[config.mk]
export PLATFORM = sky130hd
export DESIGN_NAME = demux1x4_stripe
export DESIGN_NICKNAME = d
export VERILOG_FILES = /design/src/rtl/demux1x4_stripe_pkg.sv /design/src/rtl/demux_phase_ctr.sv /design/src/rtl/demux1x4_stripe.sv
export SDC_FILE = /design/constraint.sdc
export NUM_CORES = 1
export LEC_CHECK = 0
export BUFFER_PORTS_ARGS = -buffer_cell sky130_fd_sc_hd__buf_4
export CAP_MARGIN = 20
export CORE_ASPECT_RATIO = 0.8
export CORE_MARGIN = 2
export CORE_UTILIZATION = 61
export CTS_BUF_LIST = sky130_fd_sc_hd__clkbuf_4 sky130_fd_sc_hd__clkbuf_8
export DETAILED_ROUTE_END_ITERATION = 6
export GPL_TIMING_DRIVEN = 1
export PLACE_DENSITY = 0.95
export SLEW_MARGIN = 20
export SYNTH_ARGS = -nofsm -noshare
export SYNTH_HDL_FRONTEND = slang
export SYNTH_SLANG_ARGS = --single-unit
[constraint.sdc]
create_clock -name clk4f -period 3.7 [get_ports clk4f]
set_input_delay 0.37 -clock clk4f [delete_from_list [all_inputs] [get_ports clk4f]]
set_output_delay 0.37 -clock clk4f [all_outputs]
set_load 0.1 [all_outputs]
[src/rtl/demux1x4_stripe_pkg.sv]
// Shared constants and phase encoding for the 1:4 byte de-striper.
package demux1x4_stripe_pkg;

    localparam int LANES          = 4;
    localparam int PHASE_W        = 2;
    localparam int DATA_W_DEFAULT = 8;

    typedef enum logic [PHASE_W-1:0] {
        PH0 = 2'd0,
        PH1 = 2'd1,
        PH2 = 2'd2,
        PH3 = 2'd3
    } phase_t;

endpackage

[src/rtl/demux_phase_ctr.sv]
// Free-running frame phase counter; align from a non-zero phase restarts the frame.
module demux_phase_ctr
    import demux1x4_stripe_pkg::*;
(
    input  logic   clk4f,
    input  logic   reset,
    input  logic   align,
    output phase_t phase,
    output logic   load_en
);

    phase_t phase_reg;
    phase_t phase_next;

    always_ff @(posedge clk4f) begin
        if (reset) begin
            phase_reg <= PH0;
        end else begin
            phase_reg <= phase_next;
        end
    end

    always_comb begin
        phase_next = PH0;
        load_en    = 1'b0;
        case (phase_reg)
            PH0: phase_next = PH1;
            PH1: phase_next = PH2;
            PH2: phase_next = PH3;
            PH3: begin
                phase_next = PH0;
                load_en    = 1'b1;
            end
            default: phase_next = PH0;
        endcase
        // At phase 0 a realign is already satisfied, so it only acts mid-frame.
        if (align && (phase_reg != PH0)) begin
            phase_next = PH0;
            load_en    = 1'b0;
        end
    end

    assign phase = phase_reg;

endmodule

[src/rtl/demux1x4_stripe.sv]
// Collects four serial bytes per frame and presents them as four registered lanes.
module demux1x4_stripe
    import demux1x4_stripe_pkg::*;
#(
    parameter int DATA_W = DATA_W_DEFAULT
)(
    input  logic              clk4f,
    input  logic              reset,
    input  logic [DATA_W-1:0] in,
    input  logic              valid_in,
    input  logic              align,
    output logic [DATA_W-1:0] out0,
    output logic [DATA_W-1:0] out1,
    output logic [DATA_W-1:0] out2,
    output logic [DATA_W-1:0] out3,
    output logic [LANES-1:0]  valid,
    output logic              frame_stb
);

    phase_t               phase;
    logic [PHASE_W-1:0]   phase_bits;
    logic                 load_en;
    logic                 abort;
    logic [DATA_W-1:0]    frame_data [LANES];
    logic [LANES-1:0]     frame_valid;
    logic [DATA_W-1:0]    lane_out [LANES];
    logic                 frame_stb_reg;

    demux_phase_ctr u_phase_ctr (
        .clk4f   (clk4f),
        .reset   (reset),
        .align   (align),
        .phase   (phase),
        .load_en (load_en)
    );

    assign phase_bits = phase;
    assign abort      = align && (phase != PH0);

    genvar gi;
    generate
        // Lanes 0..2 are buffered; the last lane comes straight from the input on the load edge.
        for (gi = 0; gi < LANES - 1; gi++) begin : g_buf
            logic [DATA_W-1:0] lane_buf_reg;
            logic              vbuf_reg;

            always_ff @(posedge clk4f) begin
                if (reset || abort) begin
                    lane_buf_reg <= '0;
                    vbuf_reg     <= 1'b0;
                end else if (phase_bits == PHASE_W'(gi)) begin
                    lane_buf_reg <= in;
                    vbuf_reg     <= valid_in;
                end
            end

            assign frame_data[gi]  = lane_buf_reg;
            assign frame_valid[gi] = vbuf_reg;
        end

        for (gi = 0; gi < LANES; gi++) begin : g_out
            logic [DATA_W-1:0] out_reg;
            logic              vld_reg;

            always_ff @(posedge clk4f) begin
                if (reset) begin
                    out_reg <= '0;
                    vld_reg <= 1'b0;
                end else if (load_en) begin
                    vld_reg <= frame_valid[gi];
                    out_reg <= frame_valid[gi] ? frame_data[gi] : '0;
                end
            end

            assign lane_out[gi] = out_reg;
            assign valid[gi]    = vld_reg;
        end
    endgenerate

    assign frame_data[LANES-1]  = in;
    assign frame_valid[LANES-1] = valid_in;

    always_ff @(posedge clk4f) begin
        if (reset) begin
            frame_stb_reg <= 1'b0;
        end else begin
            frame_stb_reg <= load_en;
        end
    end

    assign frame_stb = frame_stb_reg;
    assign out0      = lane_out[0];
    assign out1      = lane_out[1];
    assign out2      = lane_out[2];
    assign out3      = lane_out[3];

endmodule

# [Word-level counts from Yosys, hierarchy flattened]
# Cells that the tools add are included.
[totals] rom_bits=0 latch_bits=0 elab_cells=31 n_memories=0 output_inout_bits=37 regBits=66 in_bits=12 ramBits=0
[op_classes] shifts=0 bitwise=0 multipliers=0 n_reduce_logical=5 mux=7 n_div=0 magnitude_cmp=0 add_sub_neg=0 n_eq_ne=3
[ops] cell="two-way mux 8 bit" n=4
[ops] cell="case mux 2 bit (4 select lines)" n=1
[ops] cell="== test 2 bit, second input constant" n=2
[ops] cell="== test 2 x 1 -> 1 bit, second input constant" n=1
[ops] cell="logical NOT 2 bit" n=1
[ops] cell="two-way mux 1 bit" n=2
[ops] cell="nonzero test 2 bit" n=1
[ops] cell="OR reduction 2 bit" n=1
[ops] cell="logical AND 1 bit" n=1
[ops] cell="logical OR 1 bit" n=1

# [Longest topological paths before layout]
[depth] word_depth=3 mapped_depth=7

# [Hierarchy]
# From an unflattened synthesis, not the netlist that was laid out.
[hier_totals] hier_cells=246 hier_area_um2=2391.0
[modules_own_cells] module="demux1x4_stripe" area_per_inst_um2=2268.4 instances=1 cells_each=233
[modules_own_cells] module="demux_phase_ctr" area_per_inst_um2=122.6 instances=1 cells_each=13

# [Worst setup path before layout]
# Ideal clock, no wire load.
[synth_path] path_kind="register -> register" start="register u_phase_ctr.phase_reg[0] (netlist: u_phase_ctr.phase[0])" end="register g_buf[1].lane_buf_reg[0]" arrival_ns=1.190 path_slack_ns=2.393 setup_ns=0.117 path_stages_with_launch=8 t_required_ns=3.583 cell_sequence="dfxtp_1 > inv_1 > ha_1 > nand2b_1 > buf_4 > nand2b_1 > buf_2 > nor2_1"
[synth_between] elab_chain_cells=3 word_cells_on_any_way=4
[synth_rtl] element="start, declared" line="demux_phase_ctr.sv:12" text="phase_t phase_reg;"
[synth_rtl] element="start signal, assigned" line="demux_phase_ctr.sv:19" text="phase_reg <= phase_next;"
[synth_rtl] element="nonzero test 2 bit" line="demux1x4_stripe.sv:38" text="assign abort = align && (phase != PH0);"
[synth_rtl] element="logical AND 1 bit" line="demux1x4_stripe.sv:38"
[synth_rtl] element="logical OR 1 bit" line="demux1x4_stripe.sv:48" text="if (reset || abort) begin"
[synth_rtl] element="end signal, assigned" line="demux1x4_stripe.sv:52" text="lane_buf_reg <= in;"
[synth_rtl] element="end, declared" line="demux1x4_stripe.sv:44" text="logic [DATA_W-1:0] lane_buf_reg;"
# Several ways; a longest one is shown, not always the timed one.
# A chain may end at the register's enable or synchronous reset.

# [Worst setup path in the final report]
[layout_path] start="register u_phase_ctr.phase_reg[0] (netlist: u_phase_ctr.phase[0])" end="register g_out[0].out_reg[7] (netlist: out0[7])"
[layout_between] elab_chain_cells=3 word_cells_on_any_way=5
[layout_rtl] element="== test 2 bit or nonzero test 2 bit (tied branches)" line="demux_phase_ctr.sv:26, demux_phase_ctr.sv:37"
[layout_rtl] element="two-way mux 1 bit or logical AND 1 bit (tied branches)" line="demux_phase_ctr.sv:26, demux_phase_ctr.sv:37"
[layout_rtl] element="two-way mux 1 bit *" line="demux_phase_ctr.sv:37" text="if (align && (phase_reg != PH0)) begin"
[layout_rtl] element="end signal, assigned" line="demux1x4_stripe.sv:71" text="out_reg <= frame_valid[gi] ? frame_data[gi] : '0;"
[layout_rtl] element="end, declared" line="demux1x4_stripe.sv:62" text="logic [DATA_W-1:0] out_reg;"
# Mark *: on every way between the ends. The rest lies on a longest branch, timed or not.

==> results.txt <==
- The flow ran to the end, and the final reports show no timing, DRC or antenna violations.
* Layout Skew: 0.00553 ns
- Fin. Hold Viols: 0
- The synthesized design contains 66 register bits.
- Global-route wire length before repair: 9540 um
- Number of distinct library cells after synthesis: 16
- Summed over all cells, the static leakage comes to 1.16 nW.
* Via density per instance: 5.89
* Sum of routed wire length over all layers: 6080 um
- The number of cells on the worst reg-to-reg path is 6.
* Actual transition at the worst max-transition pin: 0.710 ns
* Antenna violations before repair: 0
* Worst skew pair latency: 0.35 ns
- Counting the fill cells in the layout gives 311.
- Synthesized netlist cell count: 276
- Setup slack on the worst flop-to-flop path: 1.45 ns
* Effective utilization at floorplan: 62.4%
- Commonest cells in the netlist: 66 x sky130_fd_sc_hd__dfxtp_1, 36 x sky130_fd_sc_hd__a21oi_1, 36 x sky130_fd_sc_hd__o21ai_1, 32 x sky130_fd_sc_hd__nand4_1, 31 x sky130_fd_sc_hd__nor2_1
- The largest total area in the synthesized netlist belongs to sky130_fd_sc_hd__dfxtp_1.
- In the final routed layout, each cell accounts on average for 16.7 um.
- GR Overflow Total: 0
- Setup repair after global routing left no endpoint under its margin.
- Routed via count: 2,137
- By instance count, the leading cell after synthesis is sky130_fd_sc_hd__dfxtp_1.
- Share of the yosys chip area belonging to registers: 51.7%
- The worst register-to-register path ends at out0[7].
- Max Freq: 444 MHz
* Largest fanout of any net on the critical path: 19
- The count of buffers added on input and output ports is 48.
- In this run, the number of DRC markers left after iteration 0 of detailed routing was 148.
- Compared with the post-synthesis result, the final layout area differs by 16.6%.
- Number of global-route vias before repair: 1,914
* Launch point of the worst hold path: in[7]
* Class of the tightest hold or removal check: input port to register
- The number of antenna diodes in the final layout is 0.
- The H-tree generated during clock tree synthesis spans 3 levels.
* Max-slew headroom: 52.5%
- In the synthesized netlist the async set-or-reset flop fraction comes to 0%.
- Row generation in the floorplan step produced 21 rows.
- Data arrives at the worst endpoint at 2.52 ns.
* Die Footprint: 0.00473 mm2
- Largest cells by area after synthesis: sky130_fd_sc_hd__dfxtp_1 52%, sky130_fd_sc_hd__mux2i_1 11%, sky130_fd_sc_hd__nand4_1 7.8%
- The worst setup path is captured at a register.
- Number of enable-type register cells in the synthesized netlist: 0
- Number of detailed-route iterations in the first pass: 4
- Timing analysis after detailed placement gives a worst setup slack of 1.50 ns.
* Post-synthesis instance area: 0.00256 mm2
* Setup ws final: 1.45 ns
* Average instance area after synthesis: 9.27 um2
- Post-route clock period utilization: 60.9%
- In this run, CTS created clock tree buffers numbering 9.
* Post-CTS sizing: 0
* Worst vdd rail ir drop: 0.000426 V
* Leading register cell type out of synthesis: sky130_fd_sc_hd__dfxtp_1
* Largest register FFs: 24
* Area of the placeable core: 0.00410 mm2
- Setup TNS: 0 ns
- For this design, the CTS-stage hold fixing added 0 buffers.
* Layout cell share with drive strength beyond 1: 21.6%
* Worst Hold Depth: 3
* Origin of the critical flop-to-flop path: u_phase_ctr.phase[0]
- Power per cell area: 668 mW/mm2
* Clock buffer depth: 2
* Count of warnings emitted by yosys: 0
* Kind of start point of the critical path: register
* Worst hold endpoint: g_buf[0].lane_buf_reg[7]
* Max capacitance violation total: 0
- Number of antenna-violating nets in the routed design: 0
- Setup violations remaining at the end of the flow were counted as 0.
- 49 I/O pins were placed.
- Count of buffers added by post-CTS timing repair for setup: 0
- The worst setup path is of the register to register kind.
- Global-route total usage across every layer: 26.9%
* Net count after synthesis: 292
* Final slew viol count: 0
* Clock tree from TritonCTS: yes
* Number of remaining DRC errors: 0
- For this run, the post-layout net count is 321.
* CTS sink cnt: 66
- STA puts the critical path data required time at 3.96 ns.
- Root Driver: sky130_fd_sc_hd__clkbuf_8
- For the finished layout, the period the worst path requires is 2.25 ns.
- Largest net degree at the start of global routing: 38
- Last weighted congestion value of the routability-driven placer: 0.815
- Overall die width: 76.4 um
* Portion of synthesized cell area occupied by the leading cell type: 51.7%
- Area of the multi-input gates: 0.00104 mm2
- Die span in y: 61.9 um
- Detailed-placement wirelength estimate: 3730 um
- Worst-path clk slew: 0.06 ns
* Area used by sequential logic in the layout: 0.00132 mm2
==> routing by layer <==
layer / global-route usage (%) / routed length [um]
met1: 33.8 / 2660
met2: 43.1 / 2810
met3: 11.0 / 506
met4: 9.61 / 103
met5: 0 / 0
==> worst max-delay path by stage <==
stage,cells past startpoint,to,startpoint
floorplan,7,g_buf[1].lane_buf_reg[0],u_phase_ctr.phase[0]
global placement,5,g_buf[2].lane_buf_reg[2],u_phase_ctr.phase[0]
detailed placement,5,g_buf[0].lane_buf_reg[2],u_phase_ctr.phase[0]
CTS,5,g_buf[1].vbuf_reg,u_phase_ctr.phase[0]
global route,6,out2[6],u_phase_ctr.phase[0]
finish,6,out0[7],u_phase_ctr.phase[0]
==> critical path: stages (launching register included) <==
cell and delay (ns):
sky130_fd_sc_hd__dfxtp_1 0.38, sky130_fd_sc_hd__inv_1 0.09, sky130_fd_sc_hd__ha_1 0.42, sky130_fd_sc_hd__nor2b_2 0.66, sky130_fd_sc_hd__buf_4 0.36, sky130_fd_sc_hd__o21ai_1 0.08, sky130_fd_sc_hd__a21oi_1 0.17
==> layout by cell type (no fill, tap or decap), types with 4 or more instances in the layout <==
| cell type | instances |
|---|---|
| sky130_fd_sc_hd__dfxtp_1 | 66 |
| sky130_fd_sc_hd__buf_4 | 51 |
| sky130_fd_sc_hd__o21ai_1 | 36 |
| sky130_fd_sc_hd__a21oi_1 | 36 |
| sky130_fd_sc_hd__nand4_1 | 32 |
| sky130_fd_sc_hd__nor2_1 | 31 |
| sky130_fd_sc_hd__mux2i_1 | 27 |
| sky130_fd_sc_hd__clkbuf_8 | 10 |
| sky130_fd_sc_hd__nand3_1 | 4 |
| sky130_fd_sc_hd__ha_1 | 4 |
==> logic make-up (layout without fill, tap and decap cells) <==
| kind of cell | after synthesis | in the layout | synth area share, % |
|---|---|---|---|
| flip-flops | 66 | 66 | 51.7 |
| buffers and inverters | 37 | 67 | 7.83 |
| multiplexers | 27 | 27 | 10.6 |
| adder cells (fa/ha/maj) | 4 | 4 | 1.96 |
| AO/OA/AOI/OAI | 72 | 72 | 14.1 |
| AND/OR/NAND/NOR | 70 | 70 | 13.9 |
==> power by group <==
part / leakage (nW) / switching [mW] / internal, mW
Clock: 0.0804 / 0.241 / 0.252
Combinational: 0.548 / 0.421 / 0.199
Sequential: 0.535 / 0.0756 / 0.803
Total: 1.16 / 0.738 / 1.25
==> through the flow <==
step / utilization (%) / cells / hold WS (ns) / power (mW) / cell area [um2]
finish: 72.7 / 363 / 0.302 / 1.99 / 2980
global route: 72.7 / 363 / 0.318 / 2.08 / 2980
CTS: 72.7 / 363 / 0.287 / 1.99 / 2980
detailed placement: 69.0 / 351 / 0.465 / 1.49 / 2830
global placement: 69.0 / 351 / 0.465 / 1.46 / 2830
floorplan: - / 276 / 0.450 / 1.40 / 2560
==> layout make-up <==
class	instances	area share, %
flip-flops and latches	66	44.3
multi-input cells	173	34.9
repair buffers	51	12.8
clock buffers	11	4.87
well taps	57	2.39
inverters	4	0.504
clock inverters	1	0.168
Note: power is estimated with default switching activity, not from simulation.
